===== config.mk =====
export PLATFORM = sky130hd
export DESIGN_NAME = pong_match_ctrl
export DESIGN_NICKNAME = d
export VERILOG_FILES = /design/src/rtl/pong_match_ctrl.sv
export SDC_FILE = /design/constraint.sdc
export NUM_CORES = 1
export LEC_CHECK = 0
export ABC_AREA = 1
export CAP_MARGIN = 15
export CORE_MARGIN = 1
export CORE_UTILIZATION = 25
export DETAILED_ROUTE_END_ITERATION = 6
export GPL_TIMING_DRIVEN = 0
export PLACE_DENSITY = 0.44
export SLEW_MARGIN = 0
export SYNTH_ARGS = -nofsm -noshare
export SYNTH_HDL_FRONTEND = slang
export SYNTH_SLANG_ARGS = --single-unit

===== constraint.sdc =====
create_clock -name clk -period 1.62 [get_ports clk]
set_input_delay 0.405 -clock clk [delete_from_list [all_inputs] [get_ports clk]]
set_output_delay 0.405 -clock clk [all_outputs]
set_load 0.03 [all_outputs]

===== src/rtl/pong_match_ctrl.sv =====
// Match-flow sequencer for pong: idle, serve countdown, rally, point pause, game over.
// Define PONG_WIN_BY_TWO_EN to require a two-point margin (or the higher score at 15) to win.
module pong_match_ctrl #(
   parameter int unsigned WIN_SCORE   = 10,
   parameter int unsigned SERVE_TICKS = 60,
   parameter int unsigned POINT_TICKS = 90,
   parameter int unsigned TICK_W      = 8
) (
   input  logic       clk,
   input  logic       reset,
   input  logic       start_btn,
   input  logic       frame_tick,
   input  logic       miss_left,
   input  logic       miss_right,
   output logic       play_en,
   output logic       ball_reset,
   output logic       serve_pulse,
   output logic       serve_dir,
   output logic [3:0] score1,
   output logic [3:0] score2,
   output logic       game_over,
   output logic       winner,
   output logic [2:0] state
);

   typedef enum logic [2:0] {
      StIdle  = 3'd0,
      StServe = 3'd1,
      StPlay  = 3'd2,
      StPoint = 3'd3,
      StOver  = 3'd4
   } state_e;

   localparam logic [3:0]        WinVal    = 4'(WIN_SCORE);
   localparam logic [TICK_W-1:0] ServeLast = TICK_W'(SERVE_TICKS - 1);
   localparam logic [TICK_W-1:0] PointLast = TICK_W'(POINT_TICKS - 1);

   state_e            state_q, state_d;
   logic [TICK_W-1:0] cnt_q, cnt_d;
   logic [3:0]        score1_q, score1_d, score2_q, score2_d;
   logic              serve_dir_q, serve_dir_d;
   logic              winner_q, winner_d;
   logic              start_q;
   logic              play_en_q, play_en_d;
   logic              ball_reset_q, ball_reset_d;
   logic              serve_pulse_q, serve_pulse_d;
   logic              game_over_q, game_over_d;
   logic              start_rise;
   logic              p1_win, p2_win;

   assign start_rise = start_btn & ~start_q;

`ifdef PONG_WIN_BY_TWO_EN
   logic [4:0] s1_x, s2_x;
   assign s1_x = {1'b0, score1_q};
   assign s2_x = {1'b0, score2_q};
   assign p1_win = ((score1_q >= WinVal) && (s1_x >= s2_x + 5'd2)) ||
                   ((score1_q == 4'hf) && (score1_q > score2_q));
   assign p2_win = ((score2_q >= WinVal) && (s2_x >= s1_x + 5'd2)) ||
                   ((score2_q == 4'hf) && (score2_q > score1_q));
`else
   assign p1_win = (score1_q == WinVal);
   assign p2_win = (score2_q == WinVal);
`endif

   always_comb begin
      state_d     = state_q;
      cnt_d       = cnt_q;
      score1_d    = score1_q;
      score2_d    = score2_q;
      serve_dir_d = serve_dir_q;
      winner_d    = winner_q;
      case (state_q)
         StIdle, StOver: begin
            if (start_rise) begin
               state_d     = StServe;
               score1_d    = '0;
               score2_d    = '0;
               serve_dir_d = 1'b1;
               winner_d    = 1'b0;
            end
         end
         StServe: begin
            if (frame_tick) begin
               if (cnt_q == ServeLast) state_d = StPlay;
               else                    cnt_d   = cnt_q + 1'b1;
            end
         end
         StPlay: begin
            // Simultaneous misses credit P2 only.
            if (miss_left) begin
               score2_d    = score2_q + {3'b000, (score2_q != 4'hf)};
               serve_dir_d = 1'b0;
               state_d     = StPoint;
            end else if (miss_right) begin
               score1_d    = score1_q + {3'b000, (score1_q != 4'hf)};
               serve_dir_d = 1'b1;
               state_d     = StPoint;
            end
         end
         StPoint: begin
            if (frame_tick) begin
               if (cnt_q == PointLast) begin
                  if (p1_win) begin
                     state_d  = StOver;
                     winner_d = 1'b0;
                  end else if (p2_win) begin
                     state_d  = StOver;
                     winner_d = 1'b1;
                  end else begin
                     state_d  = StServe;
                  end
               end else begin
                  cnt_d = cnt_q + 1'b1;
               end
            end
         end
         default: state_d = StIdle;
      endcase

      if (state_d != state_q) cnt_d = '0;

      // Outputs are registered from the next state so they line up with state_q.
      play_en_d     = (state_d == StPlay);
      ball_reset_d  = (state_d != StPlay);
      game_over_d   = (state_d == StOver);
      serve_pulse_d = (state_q == StServe) && (state_d == StPlay);
   end

   always_ff @(posedge clk) begin
      if (reset) begin
         state_q       <= StIdle;
         cnt_q         <= '0;
         score1_q      <= '0;
         score2_q      <= '0;
         serve_dir_q   <= 1'b1;
         winner_q      <= 1'b0;
         start_q       <= 1'b0;
         play_en_q     <= 1'b0;
         ball_reset_q  <= 1'b1;
         serve_pulse_q <= 1'b0;
         game_over_q   <= 1'b0;
      end else begin
         state_q       <= state_d;
         cnt_q         <= cnt_d;
         score1_q      <= score1_d;
         score2_q      <= score2_d;
         serve_dir_q   <= serve_dir_d;
         winner_q      <= winner_d;
         start_q       <= start_btn;
         play_en_q     <= play_en_d;
         ball_reset_q  <= ball_reset_d;
         serve_pulse_q <= serve_pulse_d;
         game_over_q   <= game_over_d;
      end
   end

   assign play_en     = play_en_q;
   assign ball_reset  = ball_reset_q;
   assign serve_pulse = serve_pulse_q;
   assign serve_dir   = serve_dir_q;
   assign score1      = score1_q;
   assign score2      = score2_q;
   assign game_over   = game_over_q;
   assign winner      = winner_q;
   assign state       = state_q;

endmodule


==> summary.md, run 1 <==
| Metric | Value |
|---|---|
| Post-synthesis net count | `231` |
| CP max stage delay | `between 0.4 and 0.5 ns` |
| Max VDD drop | `0.000425 V` |
| RSZ-0062 raised after global routing | `yes` |
| Initial Utilization | `0.263` |
| CTS sink cnt | `26` |
| Critical path fanouts, max | `6` |
| Top FF cell, synth | `dfxtp_1` |
| DR WL/cell | `about 11 microns` |
| Vias in the first global route | `1354` |
| Startpoint types | `flip-flop` |
| Gate power share | `0.104` |
| CTS Buffer Depth | `2` |
| XOR/XNOR share of the synthesized area | `0.0358` |
| Min Tclk post-route | `between 1.5 and 2 ns` |
| Final worst slack | `0.0677 ns` |
| Register area share after synthesis | `0.355` |
| Chip width | `78.6 microns` |
| CP endpoint | `score2[1]` |
| Worst slew pin tran | `0.500 ns` |
| R2R Path End | `cnt_q[6]` |
| Internal power | `approximately 1 mW` |
| Post-Syn Area | `0.00147 sq mm` |
| Ys Warns | `0` |
| Final ANT Viol Nets | `0` |
| PD cells | `697 mW/mm^2` |
| Die area | `0.00618 sq mm` |
| Post-layout util | `0.349` |
| Die height | `78.6 microns` |
| Fmax | `644 MHz` |
| Final Net Count | `259` |
| Synth top area share | `0.355` |
| Critical path cell sequence | `dlygate4sd2_1` |
| Seq pwr share | `0.484` |
| Ant. Diodes | `0` |
| Max-slew violation count | `0` |
| First-pass GRT wire length | `6040 microns` |
| Skew-Pair Late Insertion Delay | `0.28 ns` |
| Crit Path Class | `flip-flop to primary output` |
| DPL Wire Length | `2490 microns` |
| Critical path endpoint category | `primary output` |
| Core Footprint | `approximately 0.0056 sq mm` |
| Vias | `about 1400` |
| Delay-heaviest family, CP | `flip-flops` |
| GRT Total Usage | `0.123` |
| DRT Wirelength | `~3400 microns` |
| Cell taking the most area after synthesis | `dfxtp_1` |
| # port buffers | `22` |
| Worst EP required | `1.21 ns` |
| CTS buffer count | `3` |
| Slowest CP cell | `dfxtp_1` |
| Post-synth EDFFs | `0` |
| Drt pass-1 iters | `4` |
| Post-synth top cells | `nand2_1 (47), nor2_1 (38), inv_1 (32)` |
| Proportion of layout cells with a drive suffix above 1 | `0.187` |
| Worst R2R Start | `cnt_q[1]` |
| Synth area leaders | `dfxtp_1 (35%), nand2_1 (12%), nor2_1 (9.7%)` |
| CTS Hold Buffers Added | `0` |
| Area growth from synthesis to layout | `32.5%` |
| Max-capacitance violation count | `0` |
| NetSw | `329 uW` |
| Post-synthesis mux area share | `0` |
| Clock Tree Root | `clkbuf_8` |
| Placer Congestion | `roughly 0.76` |
| Synthesized-area fraction occupied by adder cells | `0.0512` |
| Final Hold Viols | `0` |
| Placement-stage cell area | `roughly 0.0018 sq mm` |
| Critical path startpoint | `score2[1]` |
| Post-Synth Simple-Gate Area | `0.399` |
| Clock Pin Slew Worst Setup and Hold Paths | `around 0.10 ns` |
| GRT overflow | `0` |
| Row Count | `27` |
| First DRT Iteration DRCs | `50` |
| CP bufs+invs | `1` |
| Initial antenna violation count | `0` |
| Seq cells post-synth | `26` |
| Critical Path Stages | `1` |
| Status | `completed` |
| Design Area, Final | `0.00194 sq mm` |
| CTS tree | `done` |
| Reg2Reg Setup Slack | `0.12 ns` |
| Largest family of logic cells by synthesized area | `simple AND/OR/NAND/NOR gates` |
| Final setup viols | `0` |
| Hold crit path type | `input port to flip-flop` |
| Switching share of total power | `0.243` |
| Synth Instances | `219` |
| IO Pins | `23` |
| H-tree depth | `1` |
| Arr. time, crit path | `1.15 ns` |
| Final Hold Slack | `0.404 ns` |
| Pleak | `0.871 nW` |
| Async SR Flop Fraction | `0` |
| Largest net degree at the start of global routing | `16` |
| Clock share of power | `0.412` |
| DP Worst Slack | `-0.407 ns` |
| Worst reg2reg path depth | `9` |
| Syn avg cell area | `approximately 6.7 sq um` |
| Worst rel slew slack | `0.667` |
| Post-synthesis compound-gate area fraction | `0.0589` |
| Most frequent cell after synthesis | `nand2_1` |
| Distinct cell type count after synthesis | `24` |
| Via density per instance | `4.31` |
| Tcrit/Tclk final | `0.958` |
| # DRC | `0` |
| Setup Skew | `0.0107 ns` |
[worst min path at each step]
stage / from / end / slack (ns) / cells after the start
floorplan: cnt_q[1] / cnt_q[1] / 0.53 / 4
global placement: serve_dir / serve_dir / 0.48 / 2
detailed placement: serve_dir / serve_dir / 0.47 / 2
CTS: serve_dir / serve_dir / 0.49 / 2
global route: start_btn / start_q / 0.41 / 3
finish: start_btn / start_q / 0.40 / 3
[cells by family after synthesis]
group	Yosys count
XOR/XNOR	6
AO/OA/AOI/OAI	16
AND/OR/NAND/NOR	128
flip-flops	26
buffers and inverters	37
adder cells (fa/ha/maj)	6
[metal layers]
| layer | vias up | track usage | share of wire |
|---|---|---|---|
| li1 | 748 | - | - |
| met1 | 595 | 0.159 | 0.48 |
| met2 | 20 | 0.202 | 0.47 |
| met3 | 6 | 0.0302 | 0.031 |
| met4 | 0 | 0.0315 | 0.014 |
| met5 | - | 0 | 0 |
[sequential cells by signal (all words and copies together), names as in the netlist]
signal / flops
score1: 4
game_over: 1
serve_pulse: 1
cnt_q: 8
serve_dir: 1
play_en: 1
winner: 1
start_q: 1
state: 3
score2: 4
ball_reset: 1
[placed cells by master, fill, tap and decap left out, types with 2 or more instances in the layout]
cell type	instances
nand2_1	46
inv_1	30
nor2_1	26
dfxtp_1	20
dlygate4sd2_1	16
nand3_1	14
nor2_2	11
a21oi_1	9
nand4_1	6
nor2_4	6
inv_2	5
xor2_1	5
nor3_1	5
ha_1	5
nand3_2	4
nand2_2	4
dfxtp_2	4
o21ai_0	3
and3_1	3
clkbuf_8	3
clkdlybuf4s50_1	3
dfxtp_4	2
dlymetal6s2s_1	2
[stage by stage]
step / setup TNS, ns / total power [mW] / std cells
CTS: 0 / 1.38 / 317
global placement: -6.98 / 0.801 / 313
finish: 0 / 1.35 / 318
global route: -0.123 / 1.43 / 318
floorplan: 0 / 0.751 / 219
detailed placement: -6.70 / 0.800 / 313
[power groups by stage]
stage                     combinational [mW]  clock [mW]  sequential [mW]
after floorplan                       0.0697           0            0.681
after global placement                 0.130           0            0.671
after detailed placement               0.129           0            0.671
after CTS                              0.134       0.588            0.657
after global routing                   0.157       0.612            0.658
final                                  0.141       0.557            0.656
[repair_timing]
action | CTS | global route
pin swaps | 0 | 8
endpoints found under the hold margin | 0 | 0
resized for setup | 26 | 29
setup endpoints to repair | 28 | 21
setup buffers | 0 | 1
[layout make-up]
class / instances / area, sq um
inverters: 35 / 131
clock buffers: 3 / 41.3
clock inverters: 1 / 30.0
multi-input cells: 156 / 888
fillers: 608 / 3630
flip-flops and latches: 26 / 533
plain buffers: 2 / 15.0
repair buffers: 23 / 214
well taps: 72 / 90.1
Note: power is estimated with default switching activity, not from simulation.
==> inputs of run 2 (changes only) <==
Settings changed: HOLD_SLACK_MARGIN from default to 0.06.
==> results of run 2 <==
The final DEF is identical to that of run 1; final timing and power are the same.
==> inputs of run 3 (changes only) <==
Settings changed: CORE_UTILIZATION 25 to 53, PLACE_DENSITY 0.44 to 0.8.
==> summary.md, run 3 (synthesized netlist as in run 1, its figures left out) <==
| Metric | Value |
|---|---|
| Largest register FFs | `8 (unchanged)` |
| Hold crit path type | `flip-flop to flip-flop` |
| PD cells | `591 mW/mm^2 (-15%)` |
| Worst slew pin tran | `0.442 ns (-0.0581 ns)` |
| Inst Count DP | `271 (-13%)` |
| CTS buffer count | `3 (unchanged)` |
| CP max stage delay | `0.42 ns (-0.02 ns)` |
| Clock Pin Slew Worst Setup and Hold Paths | `0.13 ns (+0.03 ns)` |
| Die height | `54.6 microns (-31%)` |
| Placer Congestion | `0.832 (+10%)` |
| Critical path endpoint category | `primary output` |
| Post-layout util | `0.702 (+0.353)` |
| Core Footprint | `0.00254 sq mm (-54%)` |
| Gate power share | `0.126 (+0.022)` |
| Drt pass-1 iters | `4 (unchanged)` |
| DP Worst Slack | `-0.349 ns (+0.0580 ns)` |
| Worst rel slew slack | `0.705 (+0.0387)` |
| CTS tree | `done` |
| Final Net Count | `258 (-0.39%)` |
| Largest net degree at the start of global routing | `14 (-2)` |
| Design Area, Final | `0.00179 sq mm (-8.0%)` |
| Area growth from synthesis to layout | `21.8%` |
| IO Pins | `23 (unchanged)` |
| Critical path startpoint | `score1[0]` |
| Pwr Total | `1.06 mW (-22%)` |
| Final setup viols | `0 (unchanged)` |
| Initial Utilization | `0.576 (+0.313)` |
| Seq pwr share | `0.621 (+0.137)` |
| Critical path fanouts, max | `5 (-1)` |
| CTS sink cnt | `26 (unchanged)` |
| Pleak | `0.803 nW (-7.8%)` |
| First DRT Iteration DRCs | `46 (-8.0%)` |
| # DRC | `0 (unchanged)` |
| Fmax | `643 MHz (-0.25%)` |
| GRT overflow | `0 (unchanged)` |
| Final ANT Viol Nets | `0 (unchanged)` |
| DRT Wirelength | `2860 microns (-15%)` |
| Clock Tree Root | `clkbuf_4` |
| Vias in the first global route | `1087 (-20%)` |
| Slowest CP cell | `dfxtp_1` |
| Clock share of power | `0.252 (-0.160)` |
| Total negative slack | `0 ns (unchanged)` |
| R2R Path End | `cnt_q[0]` |
| Min Tclk post-route | `1.56 ns (+0.00396 ns)` |
| Skew-Pair Late Insertion Delay | `0.32 ns (+0.04 ns)` |
| Arr. time, crit path | `1.15 ns (about the same)` |
| H-tree depth | `1 (unchanged)` |
| Most common cell after layout, fill and taps aside | `nand2_1` |
| Max-slew violation count | `0 (unchanged)` |
| Most frequent cells in the layout | `nand2_1 (46), inv_1 (32), nor2_1 (32)` |
| Most flops, register | `cnt_q` |
| Reg2Reg Setup Slack | `0.13 ns (about the same)` |
| Post-CTS setup buffers | `0 (unchanged)` |
| Max VDD drop | `0.000520 V (+22%)` |
| NetSw | `274 uW (-17%)` |
| Final Non-Filler Cells | `274 (-14%)` |
| Startpoint types | `flip-flop` |
| CTS Buffer Depth | `2 (unchanged)` |
| Initial antenna violation count | `0 (unchanged)` |
| GRT Total Usage | `0.211 (+0.0881)` |
| # port buffers | `22 (unchanged)` |
| Chip width | `54.6 microns (-31%)` |
| Proportion of layout cells with a drive suffix above 1 | `0.160 (-0.0272)` |
| Crit Path Class | `flip-flop to primary output` |
| Vias | `1371 (+0.15%)` |
| Max-capacitance violation count | `0 (unchanged)` |
| Tcrit/Tclk final | `0.961 (+0.00245)` |
| Critical path cell sequence | `dlygate4sd2_1` |
| CP bufs+invs | `1 (unchanged)` |
| DR WL/cell | `10.4 microns (-1.8%)` |
| Switching share of total power | `0.260 (+0.0171)` |
| Setup Skew | `0.00271 ns (-0.00802 ns)` |
| Internal power | `781 uW (-24%)` |
| Final Hold Viols | `0 (unchanged)` |
| Placement-stage cell area | `0.00172 sq mm (-3.0%)` |
| Row Count | `18 (-33%)` |
| Die area | `0.00298 sq mm (-52%)` |
| CP endpoint | `score1[0]` |
| Ant. Diodes | `0 (unchanged)` |
| Worst reg2reg path depth | `9 (unchanged)` |
| Via density per instance | `5.00 (+16%)` |
| Worst EP required | `1.21 ns (about the same)` |
| Final Hold Slack | `0.483 ns (+0.0789 ns)` |
| Final worst slack | `0.0637 ns (-0.00396 ns)` |
| Delay-heaviest family, CP | `flip-flops` |
| Status | `completed` |
| First-pass GRT wire length | `4560 microns (-24%)` |
| Worst R2R Start | `cnt_q[1]` |
| DPL Wire Length | `2160 microns (-13%)` |
| Critical Path Stages | `1 (unchanged)` |
==> run 3: cell type report <==
class	instances	area, sq um
Multi-Input combinational cell	156	858
Buffer	2	15.0
Inverter	35	131
Sequential cell	26	533
Clock buffer	3	22.5
Timing Repair Buffer	22	189
Tap cell	30	37.5
Fill cell	226	758
==> run 3: how the worst min path moves through the flow <==
| stage | cells after the start | slack (ns) | to | start |
|---|---|---|---|---|
| global route | 2 | 0.53 | serve_dir | serve_dir |
| detailed placement | 2 | 0.47 | serve_dir | serve_dir |
| CTS | 2 | 0.49 | serve_dir | serve_dir |
| floorplan | 4 | 0.53 | cnt_q[1] | cnt_q[1] |
| global placement | 2 | 0.46 | serve_dir | serve_dir |
| finish | 2 | 0.48 | serve_dir | serve_dir |
==> run 3: timing repair <==
action,in CTS,in global routing
resized for setup,22,29
hold endpoints to repair,0,0
pin swaps,0,2
endpoints found under the setup margin,23,20
hold buffers,0,0
cloned,0,0
==> run 3: routing by layer <==
metal  GRT usage  routed length [microns]  part of all wire  up-vias
met5           0                        0                 0        -
met4      0.0385                       17            0.0059        0
met3      0.0583                      127             0.044        2
met2       0.307                     1250              0.44       31
met1       0.307                     1460              0.51      590
li1            -                        -                 -      748
==> run 3: power by group through the flow <==
stage / sequential [mW] / clock [mW] / combinational [mW]
floorplan: 0.681 / 0 / 0.0697
global placement: 0.671 / 0 / 0.123
detailed placement: 0.671 / 0 / 0.125
CTS: 0.656 / 0.278 / 0.121
global route: 0.658 / 0.308 / 0.148
finish: 0.656 / 0.267 / 0.134
